### src/rtl/mem_port_arbiter.sv
// Shares one variable-latency memory port between instruction fetch and load/store, one transaction in flight.
// Optional fetch starvation guard enabled by defining ARB_STARVE_GUARD_EN.
module mem_port_arbiter #(
    parameter int MAX_D_STREAK = 4
) (
    input  logic        clock,
    input  logic        reset,
    input  logic        if_req,
    input  logic [63:0] if_addr,
    output logic        if_gnt,
    output logic        if_rvalid,
    output logic [31:0] if_rdata,
    input  logic        d_req,
    input  logic        d_we,
    input  logic [63:0] d_addr,
    input  logic [63:0] d_wdata,
    input  logic [2:0]  d_width,
    output logic        d_gnt,
    output logic        d_rvalid,
    output logic [63:0] d_rdata,
    output logic        m_valid,
    output logic        m_we,
    output logic [63:0] m_addr,
    output logic [63:0] m_wdata,
    output logic [2:0]  m_width,
    input  logic        m_ready,
    input  logic        m_rvalid,
    input  logic [63:0] m_rdata
);

    localparam logic [1:0] IDLE    = 2'd0;
    localparam logic [1:0] WAIT_IF = 2'd1;
    localparam logic [1:0] WAIT_D  = 2'd2;

    logic [1:0] state;
    logic [1:0] state_next;
    logic       sel_d;

`ifdef ARB_STARVE_GUARD_EN
    localparam logic [3:0] STREAK_LIMIT = 4'(MAX_D_STREAK);

    logic [3:0] streak;

    // Fetch wins a contested arbitration once data has taken STREAK_LIMIT grants in a row over it.
    assign sel_d = d_req & ~(if_req & (streak == STREAK_LIMIT));

    always_ff @(posedge clock or posedge reset) begin
        if (reset) begin
            streak <= 4'd0;
        end else if (d_gnt) begin
            streak <= if_req ? streak + 4'd1 : 4'd0;
        end else if (if_gnt) begin
            streak <= 4'd0;
        end
    end
`else
    assign sel_d = d_req;
`endif

    always_comb begin
        state_next = state;
        m_valid    = 1'b0;
        m_we       = 1'b0;
        m_addr     = 64'd0;
        m_wdata    = 64'd0;
        m_width    = 3'd0;
        if_gnt     = 1'b0;
        d_gnt      = 1'b0;
        if_rvalid  = 1'b0;
        d_rvalid   = 1'b0;
        if_rdata   = 32'd0;
        d_rdata    = 64'd0;
        case (state)
            IDLE: begin
                m_valid = if_req | d_req;
                if (sel_d) begin
                    m_we    = d_we;
                    m_addr  = d_addr;
                    m_wdata = d_wdata;
                    m_width = d_width;
                    d_gnt   = m_ready;
                    if (m_ready) state_next = WAIT_D;
                end else if (if_req) begin
                    m_addr  = if_addr;
                    m_width = 3'b010;
                    if_gnt  = m_ready;
                    if (m_ready) state_next = WAIT_IF;
                end
            end
            WAIT_IF: begin
                if (m_rvalid) begin
                    if_rvalid  = 1'b1;
                    if_rdata   = m_rdata[31:0];
                    state_next = IDLE;
                end
            end
            WAIT_D: begin
                if (m_rvalid) begin
                    d_rvalid   = 1'b1;
                    d_rdata    = m_rdata;
                    state_next = IDLE;
                end
            end
            default: state_next = IDLE;
        endcase
    end

    always_ff @(posedge clock or posedge reset) begin
        if (reset) begin
            state <= IDLE;
        end else begin
            state <= state_next;
        end
    end

endmodule

### config.mk
export PLATFORM = sky130hd
export DESIGN_NAME = mem_port_arbiter
export DESIGN_NICKNAME = d
export VERILOG_FILES = /design/src/rtl/mem_port_arbiter.sv
export SDC_FILE = /design/constraint.sdc
export NUM_CORES = 1
export LEC_CHECK = 0
export CORE_AREA = 5 5 193 195
export DETAILED_ROUTE_END_ITERATION = 7
export DIE_AREA = 0 0 198 200
export SLEW_MARGIN = 20
export SYNTH_ARGS = -nofsm -noshare
export SYNTH_HDL_FRONTEND = slang
export SYNTH_SLANG_ARGS = --single-unit
### constraint.sdc
create_clock -name clock -period 4 [get_ports clock]
set_input_delay 1.2 -clock clock [delete_from_list [all_inputs] [get_ports clock]]
set_output_delay 1.2 -clock clock [all_outputs]
set_load 0.02 [all_outputs]
==> results of run 1 <==
==> area by class of cell <==
cell class / instances / area share, %
diodes: 1 / 0.0333
clock buffers: 3 / 0.998
inverters: 5 / 0.249
multi-input cells: 247 / 22.9
flip-flops and latches: 2 / 0.665
well taps: 461 / 7.67
repair buffers: 518 / 67.5
==> repair_timing <==
action | 4_1_cts | 5_1_grt
resized for setup | 67 | 0
buffers inserted | 0 | 0
endpoints found under the setup margin | 66 | 0
hold endpoints to repair | 0 | 0
==> cell families (layout without fill, tap and decap cells) <==
group | count (synthesis) | after routing | synth area share, %
other | 0 | 1 | 0
AO/OA/AOI/OAI | 68 | 68 | 28.7
buffers and inverters | 56 | 526 | 13.4
adder cells (fa/ha/maj) | 3 | 3 | 1.84
AND/OR/NAND/NOR | 176 | 176 | 53.6
flip-flops | 2 | 2 | 2.45
==> routing by layer <==
layer,GRT usage [%],up-vias,wire [microns]
li1,-,2104,-
met1,9.67,2010,7290
met2,16.8,300,10700
met3,3.49,10,2460
met4,1.15,0,211
met5,0,-,0
==> worst max path at each step <==
stage                 from         end  slack [ns]
finish              if_req  m_addr[32]        0.14
floorplan            d_req  m_width[1]        0.47
detailed placement  if_req  m_addr[55]       -0.19
global route        if_req  m_addr[32]        0.07
CTS                 if_req  m_addr[32]        0.13
global placement    if_req  m_addr[55]       -0.14
==> power by group <==
part / switching, mW / total, mW / internal [mW] / leakage [nW]
logic: 1.40 / 2.64 / 1.24 / 3.44
registers: 0.00725 / 0.0370 / 0.0297 / 0.0262
clock network: 0.0265 / 0.154 / 0.127 / 0.0370
==> metrics by stage <==
step | setup TNS, ns | utilization (%) | power [mW] | std cells
2_1_floorplan | 0 | - | 1.43 | 305
3_3_place_gp | -6.27 | 21.4 | 2.84 | 1233
3_5_place_dp | -7.15 | 21.4 | 2.85 | 1233
4_1_cts | 0 | 21.4 | 2.87 | 1236
5_1_grt | 0 | 21.4 | 3.00 | 1236
6_report | 0 | 21.4 | 2.83 | 1237
==> worst register-to-register path, cell delays in order, from the launching register on <==
cell	delay (ns)
dfrtp_1	0.40
inv_1	0.10
ha_2	0.42
and3b_2	0.32
buf_12	0.21
buf_4	0.14
nand3b_1	0.07
nand3_1	0.07
==> placed cells by master (no fill, tap or decap) <==
master	instances
nand2_1	4
dlygate4sd2_1	66
nand3_1	2
ha_2	2
a21oi_1	1
buf_6	1
buf_2	2
o21a_1	1
clkbuf_16	3
buf_12	3
dfrtp_1	2
and3_1	163
and2_4	1
buf_4	19
and3b_2	1
ha_1	1
clkdlybuf4s50_1	427
diode_2	1
a22o_1	64
nand3b_1	1
a21boi_0	1
inv_1	5
o22ai_1	1
nor2b_1	1
and2_1	3
==> metrics, run 1 <==
status completed; Synth Net Count ~570; critical path class in -> out; peak supply drop around 0.16 mV; mean post-synth cell area ~6.7 sq um; final worst slack 0.143 ns; HP Class reg -> reg; via density per instance 3.58; Die Ht around 200 microns; largest net degree at the start of global routing between 50 and 60; global-route wire length before repair 27300 microns; via count around 4400; drt total wl between 20000 and 25000 microns; startpoint types primary input; CP top delay family buffers and inverters; antenna viol nets, final 0; Tcrit/Tclk final between 90% and 100%; worst hold margin roughly 0.56 ns; worst-path cell chain clkdlybuf4s50_1 -> and3b_2 -> buf_12 -> a22o_1 -> dlygate4sd2_1; slew at the pin closest to its max-slew limit 0.488 ns; Synth Flop Type dfrtp_1; CTS Sinks 2; Crit path depth 5; pwr dens around 380 nW/um^2; count of cell types in the netlist 20; initial DRC count 179; Hold Buf Count CTS 0; port bufs about 500; hold depth 2; Routed WL per cell approximately 17 microns; largest registers state x2; clock latency at the later pin of the worst-skew pair roughly 0.22 ns; Pleak roughly 3.5 nW; hold_sp state[0]; Multi-input gate area ~1700 sq um; DRT Pass-1 Iters 4; largest cells by area after synthesis and3_1 50%, a22o_1 27%, clkbuf_1 6.2%; starting density of the core roughly 5.8%; fmax between 200 and 300 MHz; final instance area between 7000 and 8000 sq um; total track usage 8.89%; I/O pins 499; Filler cells a little under 4000; Yosys top cell by area and3_1; worst-case reg-to-reg path depth 7; relative slew slack ~67%; Clock Skew between 0.0004 and 0.0005 ns; crit path DAT between 2 and 3 ns; die footprint a little under 40000 sq um; worst endpoint required time between 2 and 3 ns; max cap viols 0; post-synth top area share between 40% and 50%; # setup viols final 0; H-tree levels 1; reg2reg start state[0]; nets between 1000 and 1500; count leader, synth and3_1; Hold Fails Final Rpt 0; row count slightly below 70; Seq/Total Area, Yosys approximately 2.4%; layout cells sized above 1 under 10%; CTS buffer count 3; grt ovf 0; initial antenna violation count 0; drt drc 0; R2R Setup Slk between 2 and 2.5 ns; core area ~35000 sq um; Largest register FFs 2; worst-path maximum fanout 39; Place WS -0.186 ns; RSZ-0062 raised after global routing false; FF+latch area between 50 and 60 sq um; Synth async-reset ratio 100%; top post-synthesis cells by count 163 x and3_1, 64 x a22o_1, 34 x clkbuf_1; Post-Synthesis Cells roughly 310; Slowest Stage Delay on Critical Path about 0.47 ns; area grow syn2layout 268%; Die W between 150 and 200 microns; HPWL Detailed 17800 microns; Final min period 3.86 ns; fin. max-slew vios 0; CP Buf/Inv Count 3; synthesized area just over 2000 sq um; RR Endpoint state[0]; Top reg by flops state; clock-pin slew on the worst setup and hold paths around 0.03 ns; clk buf depth 2; CP max-delay cell clkdlybuf4s50_1; Final Wtd Congestion approximately 0.81; Ys Warns 0; vias in the first global route about 4400; CTS root buf clkbuf_16; Hold Path Sink state[0]; CTS tree built; Crit. End Element output pin; DP Area 7530 sq um; #FFs+latches synth 2; number of synthesized flops with an enable pin 0
(Power assumes the default switching activity.)
==> run 2, diff against run 1 <==
==> constraint.sdc (replaced) <==
create_clock -name clock -period 4.6 [get_ports clock]
set_input_delay 1.38 -clock clock [delete_from_list [all_inputs] [get_ports clock]]
set_output_delay 1.38 -clock clock [all_outputs]
set_load 0.02 [all_outputs]
==> run 2 against run 1 <==
  * Die area stayed put
  * Critical path type unchanged
  * Critical path depth unchanged
  * Worst setup slack got worse by 0.073 ns
  * Register-to-register slack better by 0.49 ns
  * Largest power group unchanged
  * Worst hold slack gained 0.0087 ns
  * Highest routed layer unchanged
  * First-iteration DRC count fell by 8.4%
==> metrics, run 2 (synthesis results as in run 1) <==
status completed (unchanged); clock-pin slew on the worst setup and hold paths 0.03 ns (about the same); fmax roughly 220 MHz; nets 1044 (was 1046); largest registers state x2 (unchanged); worst-case reg-to-reg path depth 6 (was 7); via density per instance 3.52 (was 3.58); startpoint types primary input (unchanged); Final min period between 4 and 5 ns; commonest cells after routing, fill and taps aside 494 x clkdlybuf4s50_1, 163 x and3_1, 64 x a22o_1 (was 427 x clkdlybuf4s50_1, 163 x and3_1, 66 x dlygate4sd2_1); PostCTS Resize Cnt 0 (was 67); die footprint 39600 sq um (unchanged); RSZ-0062 raised after global routing false (unchanged); pwr dens 337 nW/um^2 (was 376 nW/um^2); hold_sp state[0] (unchanged); Hold Fails Final Rpt 0 (unchanged); Slowest Stage Delay on Critical Path 0.62 ns (was 0.47 ns); drt drc 0 (unchanged); antenna viol nets, final 0 (unchanged); worst-path cell chain clkdlybuf4s50_1 -> and3b_2 -> buf_4 -> a22o_1 -> clkdlybuf4s50_1 (was clkdlybuf4s50_1 -> and3b_2 -> buf_12 -> a22o_1 -> dlygate4sd2_1); Tcrit/Tclk final 98.5%; total track usage 8.79% (was 8.89%); critical path class in -> out (unchanged); Multi-input gate area 1730 sq um (unchanged); starting density of the core 5.80% (unchanged); final instance area 7600 sq um (was 7520 sq um); Final Wtd Congestion 0.818 (was 0.813); clk buf depth 2 (unchanged); initial DRC count 164 (was 179); CTS root buf clkbuf_16 (unchanged); DRT Pass-1 Iters 4 (unchanged); CTS tree built (unchanged); worst-path maximum fanout 18 (was 39); CTS buffer count 3 (unchanged); final worst slack 0.0705 ns (was 0.143 ns); DP Area 7520 sq um (was 7530 sq um); row count 69 (unchanged); FF+latch area 50.0 sq um (unchanged); CTS Sinks 2 (unchanged); port bufs 498 (unchanged); peak supply drop 0.132 mV (was 0.164 mV); relative slew slack 65.4% (was 67.5%); # setup viols final 0 (unchanged); Die Ht 200 microns (unchanged); CP max-delay cell clkdlybuf4s50_1 (unchanged); area grow syn2layout 272% (was 268%); drt total wl 20500 microns (was 20700 microns); Die W 198 microns (unchanged); commonest non-fill, non-tap cell in the layout clkdlybuf4s50_1 (unchanged); Final TNS setup 0 ns (unchanged); Routed WL per cell 16.5 microns (was 16.7 microns); max cap viols 0 (unchanged); Most Frequent Cell on Critical Path clkdlybuf4s50_1; Clock Skew 0.00145 ns (was 0.000425 ns); HP Class reg -> reg (unchanged); Top reg by flops state (unchanged); slew at the pin closest to its max-slew limit 0.519 ns (was 0.488 ns); H-tree levels 1 (unchanged); grt ovf 0 (unchanged); Hold Buf Count CTS 0 (unchanged); worst endpoint required time 3.22 ns (was 2.80 ns); layout cells sized above 1 3.62% (was 4.13%); crit path DAT 3.15 ns (was 2.66 ns); R2R Setup Slk 2.71 ns (was 2.22 ns); fin. max-slew vios 0 (unchanged); HPWL Detailed 17700 microns (was 17800 microns); global-route wire length before repair 27000 microns (was 27300 microns); vias in the first global route 4361 (was 4417); RR Endpoint state[1] (was state[0]); reg2reg start state[0] (unchanged); Largest register FFs 2 (unchanged); Pleak 3.29 nW (was 3.50 nW); Filler cells 3861 (was 3931); initial antenna violation count 4 (was 0); Place WS 0.0550 ns (was -0.186 ns); largest net degree at the start of global routing 66 (was 55); Crit. End Element output pin (unchanged); core area 35200 sq um (unchanged); Post-CTS Setup Bufs 0 (unchanged); I/O pins 499 (unchanged); Hold Path Sink state[0] (unchanged); via count 4361 (was 4424); clock latency at the later pin of the worst-skew pair 0.22 ns (about the same); hold depth 2 (unchanged)
==> run 2: how the worst max path moves through the flow <==
| stage | slack [ns] | startpoint | cells after the start | endpoint |
|---|---|---|---|---|
| floorplan | 0.71 | d_req | 4 | m_width[1] |
| global placement | 0.1 | if_req | 5 | m_addr[55] |
| detailed placement | 0.05 | if_req | 5 | m_addr[55] |
| CTS | 0.05 | if_req | 5 | m_addr[55] |
| global route | 0.02 | if_req | 5 | m_addr[24] |
| finish | 0.07 | if_req | 5 | m_addr[24] |
==> run 2: power breakdown <==
| part | leakage, nW | switching, mW | total, mW | internal, mW |
|---|---|---|---|---|
| Sequential | 0.0262 | 0.00693 | 0.0328 | 0.0258 |
| Clock | 0.0370 | 0.0210 | 0.132 | 0.111 |
| Combinational | 3.22 | 1.21 | 2.40 | 1.19 |
| Total | 3.29 | 1.24 | 2.57 | 1.32 |
==> run 2: critical path: cells and delay by family <==
| kind | cells | cell delay, ns |
|---|---|---|
| and+or+nand+nor | 1 | 0.25 |
| AOI/OAI and AO/OA | 1 | 0.17 |
| buffers and inverters | 3 | 1.34 |
==> run 2: stage by stage <==
stage / power (mW) / util (%) / instances / hold slack, ns
floorplan: 1.24 / - / 305 / 0.512
global placement: 2.45 / 21.3 / 1231 / 0.555
detailed placement: 2.45 / 21.3 / 1231 / 0.567
CTS: 2.60 / 21.6 / 1234 / 0.573
global route: 2.71 / 21.6 / 1238 / 0.608
finish: 2.57 / 21.6 / 1238 / 0.567
==> run 2: area by class of cell <==
cell class / count / area share [%]
Tap cell: 461 / 7.59
Sequential cell: 2 / 0.658
Antenna cell: 4 / 0.132
Inverter: 5 / 0.247
Timing Repair Buffer: 516 / 67.7
Multi-Input combinational cell: 247 / 22.7
Clock buffer: 3 / 0.987
==> run 2: routing by layer <==
layer  routed length [microns]  GRT usage (%)  up-vias  share of wire [%]
li1                          -              -     2105                  -
met1                      7300           9.61     1958                 36
met2                     10600           16.1      285                 52
met3                      2390           3.36       13                 12
met4                       225           2.19        0                1.1
met5                         0              0        -                  0
==> RTL edit, RTL diff (settings of run 1) <==
Add a define of `ARB_STARVE_GUARD_EN`.
--- a/src/rtl/mem_port_arbiter.sv
+++ b/src/rtl/mem_port_arbiter.sv
@@ -2,2 +2,4 @@
 // Optional fetch starvation guard enabled by defining ARB_STARVE_GUARD_EN.
+`define ARB_STARVE_GUARD_EN
+
 module mem_port_arbiter #(
Formal check against the unedited RTL: same outputs for any inputs over 4 cycles, from zero or initial values and one cycle with reset high; that may be too few to reach the edited logic, so the function may still have changed.
==> RTL edit against run 1 <==
Design area rose by 5.0%. Power grew 7.9%. Combinational power rose by 6%. Worst setup slack lost 0.098 ns. Worst hold slack got worse by 0.017 ns. Area after synthesis grew 9.1%. Routed wire length is 14% higher. Sequential cell count grew 4. Critical path type unchanged. Largest power group unchanged.
==> RTL edit: results (changes against run 1) <==
Outcome
  • Status: completed (unchanged)

Place
  • Port Buffers: 498 (unchanged)
  • Worst slack, placed: -0.394 ns (was -0.186 ns)
  • Dpl hpwl: 20,700 um (was 17,800 um)
  • Placer Congestion: 0.793 (was 0.813)

STA
  • Clk_skew: 0.00277 ns (was 0.000425 ns)
  • Worst slew margin: 61.2% (was 67.5%)
  • WHS: 0.541 ns (was 0.558 ns)

Critical path
  • Worst R2R End: state[1] (was state[0])
  • CP peak stage delay: 0.36 ns (was 0.47 ns)
  • Worst EP arrival: 2.75 ns (was 2.66 ns)
  • Largest fanout on the critical path: 32 (was 39)
  • Worst R2R Setup Slack: 2.33 ns (was 2.22 ns)
  • CP max stage cell: dlygate4sd2_1 (was clkdlybuf4s50_1)
  • Worst Reg-to-Reg Cells: 5 (was 7)
  • CP top delay family: buffers and inverters (unchanged)
  • Origin of the critical flop-to-flop path: state[0] (unchanged)

Detailed routing
  • Drt wl/cell: 18.5 um (was 16.7 um)
  • Vias per Instance: 3.58 (about the same)
  • DR iter-0 viols: 180 (was 179)

GRT
  • Initial antenna violation count: 6 (was 0)
  • First-pass GRT wire length: 30,600 um (was 27,300 um)
  • Vias in the first global route: 4,592 (was 4,417)
  • Total GRT Usage: 10.3% (was 8.89%)
  • Largest net degree at the start of global routing: 77 (was 55)

Final layout
  • Biggest regs: streak x4, state x2 (was state x2)
  • Final #Nets: 1,077 (was 1,046)
  • Layout cells sized above 1: 8.33% (was 4.13%)

Min path
  • Hold Path Depth: 1 (was 2)
  • Hold_sp: state[1] (was state[0])
  • Hold EP: state[1] (was state[0])

Synth
  • Synth top cells by count: and3_1, and2_1, a22o_1 (was and3_1, a22o_1, clkbuf_1)
  • Sequential-to-total area share from yosys stat: 6.74% (was 2.45%)
  • Post-synth cell types: 26 (was 20)
  • Synth Net Count: 593 (was 574)
  • Top post-synthesis cells by area: and3_1, a22o_1, and2_1 (was and3_1, a22o_1, clkbuf_1)

Pwr
  • Worst VDD drop: 0.241 mV (was 0.164 mV)
  • Leak Pwr: 0.00374 uW (was 0.00350 uW)
==> RTL edit: changes by cell type in the layout (fill, tap and decap cells not counted), sizes merged, moves of 3 or more <==
cell | run 1 | this run
and3 | 163 | 98
buf | 25 | 56
clkdlybuf4s15 | 0 | 5
dfrtp | 2 | 6
dlygate4sd2 | 66 | 96
o21ai | 0 | 4
dlymetal6s2s | 0 | 4
nand2 | 4 | 7
and2 | 4 | 69
clkdlybuf4s50 | 427 | 360
==> RTL edit: what timing repair did <==
action	CTS	global route
pin swaps	3	0
buffers inserted	3	0
setup endpoints to repair	108	9
cloned	2	0
resized for setup	110	10
==> RTL edit: metrics by stage <==
step                      util, %  setup TNS, ns  instance area [um2]  std cells
final                        22.4              0                 7900       1267
after detailed placement     22.3         -35.40                 7870       1257
after global placement       22.3         -31.38                 7870       1257
after floorplan                 -              0                 2230        322
after global routing         22.4              0                 7900       1267
after CTS                    22.4              0                 7890       1265
==> RTL edit: how the worst max path moves through the flow <==
stage,startpoint,endpoint,slack (ns)
6_report,d_req,m_addr[41],0.05
5_1_grt,if_req,m_addr[19],0.006
4_1_cts,if_req,m_width[0],0.0007
3_5_place_dp,if_req,m_wdata[42],-0.39
3_3_place_gp,if_req,m_addr[22],-0.36
2_1_floorplan,if_req,m_addr[51],0.65
==> RTL edit: kinds of logic (layout without fill, tap and decap cells) <==
kind of cell / after synthesis / after routing / synth area share [%]
other cells: 0 / 2 / 0
fa+ha+maj: 5 / 5 / 2.81
buf+inv: 49 / 530 / 9.71
compound gates: 75 / 75 / 28.2
flops: 6 / 6 / 6.74
mux: 3 / 3 / 1.46
simple gates: 184 / 185 / 51.0
==> RTL edit: area by class of cell <==
cell class | instances | area, um2
Clock buffer | 3 | 75.1
Multi-Input combinational cell | 268 | 1890
Fill cell | 3933 | 27300
Tap cell | 461 | 577
Sequential cell | 6 | 150
Inverter | 5 | 18.8
Antenna cell | 2 | 5.00
Timing Repair Buffer | 522 | 5190
==> RTL edit: per-layer routing <==
metal	wire length, um	part of all wire (%)	vias up	track usage, %
met5	0	0	-	0
met4	512	2.2	0	2.63
met3	2760	12	20	3.34
met2	12000	51	317	19.2
met1	8170	35	2048	11.3
li1	-	-	2149	-
==> RTL edit: worst reg2reg max path: stages, from the launching register on <==
cell and delay, ns:
dfrtp_1 0.37, inv_1 0.10, ha_1 0.43, and3_4 0.35
buf_12 0.20, mux2_2 0.17
==> RTL edit: power breakdown <==
part           internal, uW  switching, uW  total, uW
combinational          1320           1480       2790
sequential             80.5           19.2       99.7
clock                   128           34.0        162
